--- src/rtl/weight_bram_loader.sv ---
// weight_bram_loader
//   Runtime loader for the CNN weight/vector memory. Accepts a valid/ready
//   stream of RAM_WIDTH-bit words and writes them into the address window
//   [LOAD_START_ADDR, LOAD_END_ADDR] of an internal block RAM. The RAM is
//   read through an asynchronous port that behaves like the read-only vector
//   memories in the datapath, so consumers see no difference.
// Ports:
//   clk, rst_n        clock (rising edge), async active-low reset
//   start, abort      begin a load / cancel an in-progress load
//   s_valid, s_data   stream word in; s_ready high while loading
//   addr_vector       consumer read address; dataOut = mem[addr_vector]
//   busy, done        in LOAD / window fully written
//   load_count        words accepted in the current or last load
module weight_bram_loader #(
  parameter int RAM_WIDTH            = 4,
  parameter int RAM_ADDR_BITS_VECTOR = 6,
  parameter int LOAD_START_ADDR      = 0,
  parameter int LOAD_END_ADDR        = 63
) (
  input  logic                            clk,
  input  logic                            rst_n,
  input  logic                            start,
  input  logic                            abort,
  input  logic                            s_valid,
  input  logic [RAM_WIDTH-1:0]            s_data,
  output logic                            s_ready,
  input  logic [RAM_ADDR_BITS_VECTOR-1:0] addr_vector,
  output logic [RAM_WIDTH-1:0]            dataOut,
  output logic                            busy,
  output logic                            done,
  output logic [RAM_ADDR_BITS_VECTOR:0]   load_count
);
  localparam int AW    = RAM_ADDR_BITS_VECTOR;
  localparam int CW    = RAM_ADDR_BITS_VECTOR + 1;
  localparam int DEPTH = 2 ** RAM_ADDR_BITS_VECTOR;

  localparam logic [AW-1:0] START_A = AW'(LOAD_START_ADDR);
  localparam logic [AW-1:0] END_A   = AW'(LOAD_END_ADDR);

  localparam logic [1:0] S_IDLE = 2'd0;
  localparam logic [1:0] S_LOAD = 2'd1;
  localparam logic [1:0] S_DONE = 2'd2;

  logic [RAM_WIDTH-1:0] mem [DEPTH];

  logic [1:0]    state_q, state_d;
  logic [AW-1:0] wr_addr_q, wr_addr_d;
  logic [CW-1:0] load_count_q, load_count_d;
  logic          we;

  always_comb begin
    state_d      = state_q;
    wr_addr_d    = wr_addr_q;
    load_count_d = load_count_q;
    we           = 1'b0;
    case (state_q)
      // start beats abort here; abort is meaningless outside LOAD
      S_IDLE, S_DONE: begin
        if (start) begin
          state_d      = S_LOAD;
          wr_addr_d    = START_A;
          load_count_d = '0;
        end
      end
      S_LOAD: begin
        // abort drops a beat offered in the same cycle
        if (abort) begin
          state_d = S_IDLE;
        end else if (s_valid) begin
          we           = 1'b1;
          load_count_d = load_count_q + CW'(1);
          // window end terminates the load, so wr_addr never wraps
          if (wr_addr_q == END_A) state_d = S_DONE;
          else                    wr_addr_d = wr_addr_q + AW'(1);
        end
      end
      default: state_d = S_IDLE;
    endcase
  end

  always_ff @(posedge clk or negedge rst_n) begin
    if (!rst_n) begin
      state_q      <= S_IDLE;
      wr_addr_q    <= START_A;
      load_count_q <= '0;
    end else begin
      state_q      <= state_d;
      wr_addr_q    <= wr_addr_d;
      load_count_q <= load_count_d;
    end
  end

  // Block-RAM array: no reset, so contents survive rst_n.
  always_ff @(posedge clk) begin
    if (we) mem[wr_addr_q] <= s_data;
  end

  assign dataOut    = mem[addr_vector];
  assign s_ready    = (state_q == S_LOAD);
  assign busy       = (state_q == S_LOAD);
  assign done       = (state_q == S_DONE);
  assign load_count = load_count_q;
endmodule

--- config.mk ---
export PLATFORM = sky130hd
export DESIGN_NAME = weight_bram_loader
export DESIGN_NICKNAME = d
export VERILOG_FILES = /design/src/rtl/weight_bram_loader.sv
export SDC_FILE = /design/constraint.sdc
export NUM_CORES = 1
export LEC_CHECK = 0
export ABC_CLOCK_PERIOD_IN_PS = 4200
export CAP_MARGIN = 5
export CORE_MARGIN = 5
export CORE_UTILIZATION = 45
export DETAILED_ROUTE_END_ITERATION = 8
export PLACE_DENSITY = 0.64
export SLEW_MARGIN = 20
export SYNTH_ARGS = -nofsm -noshare
export SYNTH_HDL_FRONTEND = slang
export SYNTH_SLANG_ARGS = --single-unit
export TNS_END_PERCENT = 10
--- constraint.sdc ---
create_clock -name clk -period 4.2 [get_ports clk]
set_input_delay 0.84 -clock clk [delete_from_list [all_inputs] [get_ports clk]]
set_output_delay 0.84 -clock clk [all_outputs]
set_load 0.02 [all_outputs]
==> impl_metrics.env <==
export IMPL_clockRootBuffer="clkbuf_16"
export IMPL_cts_tree="done"
export IMPL_critical_path_max_fanout=23
export IMPL_viasPerCell=5.68
export IMPL_hold_class="reg -> reg"
export IMPL_syn_to_final_growth_pct=14.4
export IMPL_status="completed"
export IMPL_post_cts_buffers=0
export IMPL_cts_max_path_buffers=3
export IMPL_grt_max_degree=65
export IMPL_dr_wl_met2_mm=11.1
export IMPL_synth_top_family_by_area="multiplexers"
export IMPL_clkSlewWorstSetupHoldPaths_ps=60
export IMPL_slew_headroom_pct=28.1
export IMPL_cts_hold_buf=0
export IMPL_num_vias=5888
export IMPL_rows=57
export IMPL_route_detailed_drc=0
export IMPL_crit_path_start_kind="input pin"
export IMPL_worstPathArrival_ps=3230
export IMPL_fmax_mhz=246
export IMPL_synthSimpleGateAreaFrac_pct=6.81
export IMPL_irDropWorstVdd_uv=268
export IMPL_drt_iter0_markers=481
export IMPL_die_y_um=167
export IMPL_core_area_um2=24200
export IMPL_start_util_pct=45.5
export IMPL_tightest_slew_ps=1080
export IMPL_required_ps=3360
export IMPL_routed_wl_mm=22.9
export IMPL_yosysWarnings=0
export IMPL_setup_viol=0
export IMPL_grt_pass1_wl_mm=35.5
export IMPL_seqCellArea_um2=8060
export IMPL_syn_area_per_cell_um2=17.0
export IMPL_portBuffers=28
export IMPL_synth_nets=667
export IMPL_dp_hpwl_mm=15.1
export IMPL_track_usage_pct=16.5
export IMPL_routed_top_layer="met4"
export IMPL_max_cap_viol_count=0
export IMPL_postRouteAntennaNets=0
export IMPL_place_congestion=0.823
export IMPL_grt_pass1_vias=6115
export IMPL_cts_buffers=27
export IMPL_yosysSeqAreaShare_pct=73.0
export IMPL_synth_distinct_cells=47
export IMPL_fill_cells=1943
export IMPL_clock_sinks=271
export IMPL_post_place_ws_ps=129
export IMPL_grt_overflow=0
export IMPL_rsz0062_at_grt="no"
export IMPL_clock_latency_ps=530
export IMPL_finalSetupTns_ps=0
export IMPL_die_area_um2=27800
export IMPL_multi_input_area_um2=2760
export IMPL_synth_fa_ha_area_share_pct=0.227
export IMPL_synth_edf_count=256
export IMPL_worst_slack_ps=130
export IMPL_power_density_nw_per_um2=461
export IMPL_die_w_um=167
export IMPL_layout_common_cells="edfxtp_1, nor2_1, mux2i_1"
export IMPL_antenna_cells=0
export IMPL_synth_compound_area_share_pct=3.92
export IMPL_drt_wirelength_per_cell_um=22.1
export IMPL_syn_inst=650
export IMPL_period_minus_slack_ps=4070
export IMPL_fin_crit_sh_pct=96.9
export IMPL_hold_violations=0
export IMPL_end_kind="output pin"
export IMPL_synth_area_mux_share_pct=13.5
export IMPL_h_tree_depth=1
export IMPL_antenna_found_initial=0
export IMPL_power_total_uw=5820
export IMPL_synth_async_reset_ratio_pct=5.54
export IMPL_drive_above_1_share_pct=16.3
export IMPL_ctsResizeCount=0
export IMPL_final_nets=709
export IMPL_slew_violations=0
export IMPL_path_class="in -> out"
export IMPL_leakage_uw=0.00418
export IMPL_synthFlopType="edfxtp_1"
export IMPL_synth_seq_cells=271
export IMPL_ioPinCount=29
export IMPL_first_pass_iters=5
export IMPL_finClkSkew_ps=16.6
export IMPL_synth_area_um2=11000
export IMPL_wl_met3_mm=1.61
export IMPL_final_common_cell="edfxtp_1"
export IMPL_m1WireLength_mm=9.72
export IMPL_synth_xor_area_share_pct=0.476
==> synthesized netlist by cell type, types with 2 or more instances <==
library cell	instances	share of area [%]
nand4_1	5	0.28
nor2_1	82	2.8
buf_2	10	0.45
nand3b_1	3	0.20
buf_4	7	0.48
nand3_1	9	0.41
xor2_1	6	0.48
inv_1	5	0.17
mux4_2	34	6.9
ha_1	2	0.23
clkbuf_1	8	0.27
or2_2	2	0.11
a22oi_1	21	1.4
a211oi_1	2	0.14
o22ai_1	7	0.40
edfxtp_1	256	70
mux2_2	7	0.71
o31ai_1	3	0.20
a21oi_1	3	0.14
nand2_1	35	1.2
mux4_1	3	0.71
buf_1	8	0.27
nand2b_1	3	0.17
o21ai_0	9	0.41
and2_1	2	0.11
dfrtp_1	15	3.4
nor2b_1	9	0.51
a221oi_1	6	0.48
mux2i_1	57	5.2
nor4_1	3	0.17
or3_1	4	0.23
nor3_1	8	0.36
a31oi_1	2	0.11
==> where the power goes <==
| part | total (uW) | internal [uW] | switching, uW |
|---|---|---|---|
| Combinational | 361 | 143 | 218 |
| Sequential | 3000 | 2980 | 24.6 |
| Clock | 2460 | 1490 | 970 |
| Total | 5820 | 4610 | 1210 |
==> registers in the layout, summed over array words and instances, names as in the netlist <==
register / flops
mem: 256
load_count: 7
state_q: 2
wr_addr_q: 6
==> worst max-delay path, stage by stage <==
cell	delay, ps
buf_4	370
buf_12	240
mux4_2	500
mux2i_1	350
a31oi_1	140
a22o_1	220
clkdlybuf4s50_1	540
==> path summary, 6_finish.rpt <==
kind,start,to,slack (ps),depth (start not counted)
setup / recovery,addr_vector[0],dataOut[3],130,7
hold / removal,load_count[0],load_count[0],540,1
setup reg to reg,state_q[1],mem[3][2],1470,5
hold reg to reg,load_count[0],load_count[0],540,1
max in group asynchronous,rst_n,wr_addr_q[1],3040,1
min in group asynchronous,rst_n,state_q[1],720,1
==> routing by layer <==
layer / global-route usage, % / up-vias
li1: - / 2641
met1: 22.3 / 3006
met2: 27.4 / 202
met3: 3.48 / 39
met4: 4.62 / 0
met5: 0 / -
==> final cells by class <==
cell class / instances / area share [%]
Tap cell: 324 / 3.21
Inverter: 6 / 0.178
Clock buffer: 31 / 5.47
Multi-Input combinational cell: 337 / 21.8
Sequential cell: 271 / 63.8
Timing Repair Buffer: 49 / 3.71
Clock inverter: 18 / 1.77
==> metrics by stage <==
step                      hold slack, ps  utilization, %  cell area [um2]  instances
after floorplan                      528               -            11000        650
after global placement               531            48.3            11700        987
after detailed placement             534            48.3            11700        987
after CTS                            549            52.1            12600       1036
after global routing                 608            52.1            12600       1036
final                                544            52.1            12600       1036
==> logic make-up (layout without fill, tap and decap cells) <==
family,count (synthesis),after routing
adder cells (fa/ha/maj),2,2
buffers and inverters,42,104
AO/OA/AOI/OAI,61,61
flip-flops,271,271
AND/OR/NAND/NOR,167,167
multiplexers,101,101
XOR/XNOR,6,6
Power figures use the tool's default switching activity.
